File: config.mk
export PLATFORM = sky130hd
export DESIGN_NAME = uart_rx
export DESIGN_NICKNAME = d
export VERILOG_FILES = /design/src/rtl/uart_pkg.sv /design/src/rtl/sync_2ff.sv /design/src/rtl/uart_rx.sv
export SDC_FILE = /design/constraint.sdc
export NUM_CORES = 1
export LEC_CHECK = 0
export CAP_MARGIN = 10
export CORE_ASPECT_RATIO = 0.6
export CORE_MARGIN = 2
export CORE_UTILIZATION = 66
export CTS_CLUSTER_DIAMETER = 50
export DETAILED_ROUTE_END_ITERATION = 10
export DONT_BUFFER_PORTS = 1
export PLACE_DENSITY = 0.8
export REMOVE_ABC_BUFFERS = 1
export SKIP_LAST_GASP = 1
export SLEW_MARGIN = 30
export SYNTH_ARGS = -nofsm -noshare
export SYNTH_HDL_FRONTEND = slang
export SYNTH_SLANG_ARGS = --single-unit
export TNS_END_PERCENT = 5
File: constraint.sdc
create_clock -name clk -period 4.05 [get_ports clk]
set_input_delay 0.405 -clock clk [delete_from_list [all_inputs] [get_ports clk]]
set_output_delay 0.405 -clock clk [all_outputs]
set_load 0.03 [all_outputs]
File: src/rtl/uart_pkg.sv
`timescale 1ns/1ps
`default_nettype none
// ============================================================================
// Module      : uart_pkg
// Description : Frame constants and receiver state encoding shared by the
//               UART transmit and receive blocks.
// Revision    : 1.0 - initial release
// ============================================================================
package uart_pkg;

    localparam int OVERSAMPLE = 16;
    localparam int CNT_W      = $clog2(OVERSAMPLE);
    localparam int DATA_BITS  = 8;
    localparam int IDX_W      = $clog2(DATA_BITS);

    localparam logic [CNT_W-1:0] SMP_A   = CNT_W'(7);
    localparam logic [CNT_W-1:0] SMP_B   = CNT_W'(8);
    localparam logic [CNT_W-1:0] SMP_C   = CNT_W'(9);
    localparam logic [CNT_W-1:0] BIT_END = CNT_W'(15);
    localparam logic [IDX_W-1:0] LAST_BIT = IDX_W'(DATA_BITS - 1);

    typedef enum logic [2:0] {
        ST_IDLE  = 3'd0,
        ST_START = 3'd1,
        ST_DATA  = 3'd2,
        ST_STOP  = 3'd3,
        ST_BREAK = 3'd4
    } uart_state_t;

    function automatic logic majority3(input logic a, input logic b, input logic c);
        return (a & b) | (a & c) | (b & c);
    endfunction

endpackage
`default_nettype wire

File: src/rtl/sync_2ff.sv
`timescale 1ns/1ps
`default_nettype none
// ============================================================================
// Module      : sync_2ff
// Description : Two-stage synchronizer for an asynchronous, idle-high input;
//               both stages reset to 1.
// Revision    : 1.0 - initial release
// ============================================================================
module sync_2ff (
    input  logic clk,
    input  logic rst,
    input  logic i_d,
    output logic o_q
);

    logic r_meta;
    logic r_sync;

    always_ff @(posedge clk) begin
        if (rst) begin
            r_meta <= 1'b1;
            r_sync <= 1'b1;
        end else begin
            r_meta <= i_d;
            r_sync <= r_meta;
        end
    end

    assign o_q = r_sync;

endmodule
`default_nettype wire

File: src/rtl/uart_rx.sv
`timescale 1ns/1ps
`default_nettype none
// ============================================================================
// Module      : uart_rx
// Description : 16x-oversampling 8N1 UART receiver with 2-of-3 majority
//               sampling, valid strobe and framing-error strobe.
// Revision    : 1.0 - initial release
// ============================================================================
module uart_rx
    import uart_pkg::*;
(
    input  logic       clk,
    input  logic       rst,
    input  logic       tick_16x,
    input  logic       rx,
    output logic [7:0] rx_data,
    output logic       rx_valid,
    output logic       frame_err,
    output logic       rx_busy
);

    logic                 w_rx_s;
    logic                 w_bit;
    uart_state_t          r_state;
    logic [CNT_W-1:0]     r_tick_cnt;
    logic [IDX_W-1:0]     r_bit_idx;
    logic                 r_smp_a;
    logic                 r_smp_b;
    logic [DATA_BITS-1:0] r_shift;
    logic [7:0]           r_rx_data;
    logic                 r_rx_valid;
    logic                 r_frame_err;
    logic                 r_busy;

    sync_2ff u_sync (
        .clk (clk),
        .rst (rst),
        .i_d (rx),
        .o_q (w_rx_s)
    );

    // Third vote is the live sample at SMP_C, so the decision lands on that tick.
    assign w_bit = majority3(r_smp_a, r_smp_b, w_rx_s);

    always_ff @(posedge clk) begin
        if (rst) begin
            r_state     <= ST_IDLE;
            r_tick_cnt  <= '0;
            r_bit_idx   <= '0;
            r_smp_a     <= 1'b1;
            r_smp_b     <= 1'b1;
            r_shift     <= '0;
            r_rx_data   <= 8'h00;
            r_rx_valid  <= 1'b0;
            r_frame_err <= 1'b0;
            r_busy      <= 1'b0;
        end else begin
            r_rx_valid  <= 1'b0;
            r_frame_err <= 1'b0;
            if (tick_16x) begin
                if (r_tick_cnt == SMP_A) r_smp_a <= w_rx_s;
                if (r_tick_cnt == SMP_B) r_smp_b <= w_rx_s;
                case (r_state)
                    ST_IDLE: begin
                        // Detection tick is count 0 of the start bit.
                        if (!w_rx_s) begin
                            r_state    <= ST_START;
                            r_tick_cnt <= CNT_W'(1);
                            r_busy     <= 1'b1;
                        end
                    end
                    ST_START: begin
                        r_tick_cnt <= r_tick_cnt + 1'b1;
                        if (r_tick_cnt == SMP_C && w_bit) begin
                            r_state    <= ST_IDLE;
                            r_tick_cnt <= '0;
                            r_busy     <= 1'b0;
                        end else if (r_tick_cnt == BIT_END) begin
                            r_state   <= ST_DATA;
                            r_bit_idx <= '0;
                        end
                    end
                    ST_DATA: begin
                        r_tick_cnt <= r_tick_cnt + 1'b1;
                        if (r_tick_cnt == SMP_C) begin
                            r_shift <= {w_bit, r_shift[DATA_BITS-1:1]};
                        end
                        if (r_tick_cnt == BIT_END) begin
                            if (r_bit_idx == LAST_BIT) r_state <= ST_STOP;
                            else                       r_bit_idx <= r_bit_idx + 1'b1;
                        end
                    end
                    ST_STOP: begin
                        r_tick_cnt <= r_tick_cnt + 1'b1;
                        // Leave mid-stop-bit so a back-to-back start edge is caught.
                        if (r_tick_cnt == SMP_C) begin
                            r_tick_cnt <= '0;
                            r_busy     <= 1'b0;
                            if (w_bit) begin
                                r_state    <= ST_IDLE;
                                r_rx_data  <= r_shift;
                                r_rx_valid <= 1'b1;
                            end else begin
                                r_state     <= ST_BREAK;
                                r_frame_err <= 1'b1;
                            end
                        end
                    end
                    ST_BREAK: begin
                        if (w_rx_s) r_state <= ST_IDLE;
                    end
                    default: begin
                        r_state    <= ST_IDLE;
                        r_tick_cnt <= '0;
                        r_busy     <= 1'b0;
                    end
                endcase
            end
        end
    end

    assign rx_data   = r_rx_data;
    assign rx_valid  = r_rx_valid;
    assign frame_err = r_frame_err;
    assign rx_busy   = r_busy;

endmodule
`default_nettype wire
==> summary.txt <==
Outcome
  – Status: finished clean

GRT
  – GRT overflow: 0
  – First-pass GRT wire length: 4900 um
  – Initial antenna violation count: 0
  – Met1 Use GR: 0.346
  – Largest net degree at the start of global routing: 31
  – Vias in the first global route: 981
  – Busiest layer in global routing: met2
  – Met2 usage: 0.407
  – GRT Overall Usage: 0.261
  – GRT met3 Usage: 0.0934

CTS
  – CTS max path bufs: 2
  – TritonCTS clock tree: done
  – Setup Fix Bufs, Post-CTS: 0
  – H-tree levels: 2
  – CTS Hold Buffers Added: 0
  – Clock Pin Slew Worst Setup and Hold Paths: 0.07 ns
  – Worst-Skew Late Latency: 0.29 ns
  – Clock sink count: 33
  – Post-cts resize count: 0
  – CTS Root Cell: clkbuf_8
  – Clock buffer count from CTS: 5

Floorplan
  – Die area: 0.00269 sq mm
  – I/O pin count: 15
  – Initial Util: 0.695
  – Die Wd: 65.6 um
  – Placement row count: 13
  – Overall die height: 41.0 um
  – Core Region: 0.00216 sq mm

Route
  – Iteration-0 DRC Markers: 104
  – Vias per cell: 6.07
  – DRC Markers: 0
  – Routed wire length: 3060 um
  – DR vias: 1135
  – Routed wire per std cell: 16.4 um
  – Drt first pass iters: 4
  – DRT antenna net count: 0

STA
  – Final slew viol count: 0
  – Min Clock Period, post-route: 1.94 ns
  – Worst-Margin Slew: 0.668 ns
  – Final Hold Viols: 0
  – Slew margin rel.: 0.553
  – Final setup viols: 0
  – Clock skew: 0.00744 ns
  – Setup TNS: 0 ns
  – Final worst path period share: 0.479
  – Min setup slack post-route: 2.11 ns
  – RSZ-0062 raised after global routing: false
  – FMAX: 516 MHz

Finish
  – Nets: 165
  – Filler Cell Count: 149
  – FF/Latch Area: 661 sq um
  – Layout cells sized above 1: 0.0892
  – Area of the multi-input gates: 776 sq um
  – P&R area growth vs syn: 6.99%
  – Most frequent cells in the layout: dfxtp_1, mux2i_1, nor2_1, nand2_1, clkbuf_8
  – Commonest non-fill, non-tap cell in the layout: dfxtp_1
  – Post-route insts no fill: 187
  – Ant diodes: 0

Synthesis
  – Post-synthesis area per instance: 9.52 sq um
  – Netlist cell types: 42
  – Register area share after synthesis: 0.439
  – Synth Register Bits: 33
  – Post-synth EDFFs: 0
  – Post-synth ARST share: 0
  – Area of the mapped netlist: 0.00150 sq mm
  – Ys flop type: dfxtp_1
  – Syn Inst Count: 158
  – Syn. warnings: 0

Worst setup path
  – CP Max Fanout: 9
  – FF-to-FF Start: r_tick_cnt[0]$_SDFFE_PP0P_
  – Worst EP required: 4.23 ns
  – Crit path kind: flop to flop
  – Type of origin of the critical path: flop
  – Crit path launch: r_tick_cnt[0]$_SDFFE_PP0P_
  – Worst setup EP type: flop
  – Worst EP arrival: 2.12 ns

Power and ir drop
  – Leak pwr: 0.662 nW
  – Power, Total: 0.000680 W
  – Pwr dens: 423 mW/mm^2
  – VDD IR max: 257 uV

Placement
  – DP Cell Count: 179
  – Port buffer count: 0
  – Worst slack, placed: 2.09 ns
  – Final HPWL DP: 2120 um
  – Routability Congestion: 0.859

Worst hold path
  – Hold Startpoint: rst
  – Hold Path Class: primary input to flop

Job
  – Max-cap viol count: 0
report_power, final:
| group | internal, W | switching [W] | total, W |
|---|---|---|---|
| Clock | 0.000200 | 0.000118 | 0.000318 |
| Combinational | 0.0000121 | 0.0000139 | 0.0000260 |
| Sequential | 0.000329 | 0.00000757 | 0.000336 |
flip-flops by register name (all words and copies together) (netlist names):
register and cells:
r_shift 8, rx_data 8, r_tick_cnt 4, r_bit_idx 3, r_state 3, frame_err 1, r_smp_a 1, r_smp_b 1
rx_busy 1, rx_valid 1, u_sync.o_q 1, u_sync.r_meta 1
synthesized netlist by cell type, types with 4 or more instances:
master,count,area [sq um]
clkbuf_1,4,15.0
dfxtp_1,33,661
ha_1,5,62.6
inv_1,4,15.0
mux2i_1,22,220
nand2_1,11,41.3
nand3_1,5,25.0
nand4b_1,4,35.0
nor2_1,22,82.6
worst max-delay path, stage by stage, from the launching register on:
cell	delay, ns
dfxtp_1	0.41
ha_1	0.20
and4b_1	0.23
nand4_1	0.55
mux2i_1	0.37
nor2_1	0.06
final timing paths:
path,to,slack (ns),cells past startpoint
max,rx_data[4]$_SDFFE_PP0P_,2.11,5
min,r_tick_cnt[3]$_SDFFE_PP0P_,0.18,1
max reg2reg,rx_data[4]$_SDFFE_PP0P_,2.11,5
min reg2reg,u_sync.o_q$_SDFF_PP1_,0.42,1
kinds of logic (layout without fill, tap and decap cells):
family,after synthesis,count (layout),share of synthesized area
XOR/XNOR,1,1,0.00582
buffers and inverters,14,13,0.0449
AO/OA/AOI/OAI,16,16,0.0740
AND/OR/NAND/NOR,64,64,0.225
multiplexers,24,24,0.161
adder cells (fa/ha/maj),6,6,0.0491
flip-flops,33,33,0.439
routing by layer:
metal | share of wire | wire [um]
met1 | 0.48 | 1470
met2 | 0.43 | 1320
met3 | 0.077 | 235
met4 | 0.012 | 38
met5 | 0 | 0
metrics by stage:
step           cell area (sq um)  hold WS [ns]   util
2_1_floorplan               1460         0.389      -
3_3_place_gp                1490         0.409  0.690
3_5_place_dp                1490         0.404  0.690
4_1_cts                     1610         0.183  0.744
5_1_grt                     1610         0.175  0.744
6_report                    1610         0.181  0.744
final cells by class:
cell class | instances | share of cell area
clock inverter | 1 | 0.0187
inverter | 5 | 0.0117
sequential | 33 | 0.411
multi-input combinational | 111 | 0.482
tap | 30 | 0.0233
clock buffer | 7 | 0.0537
Power figures use the tool's default switching activity.
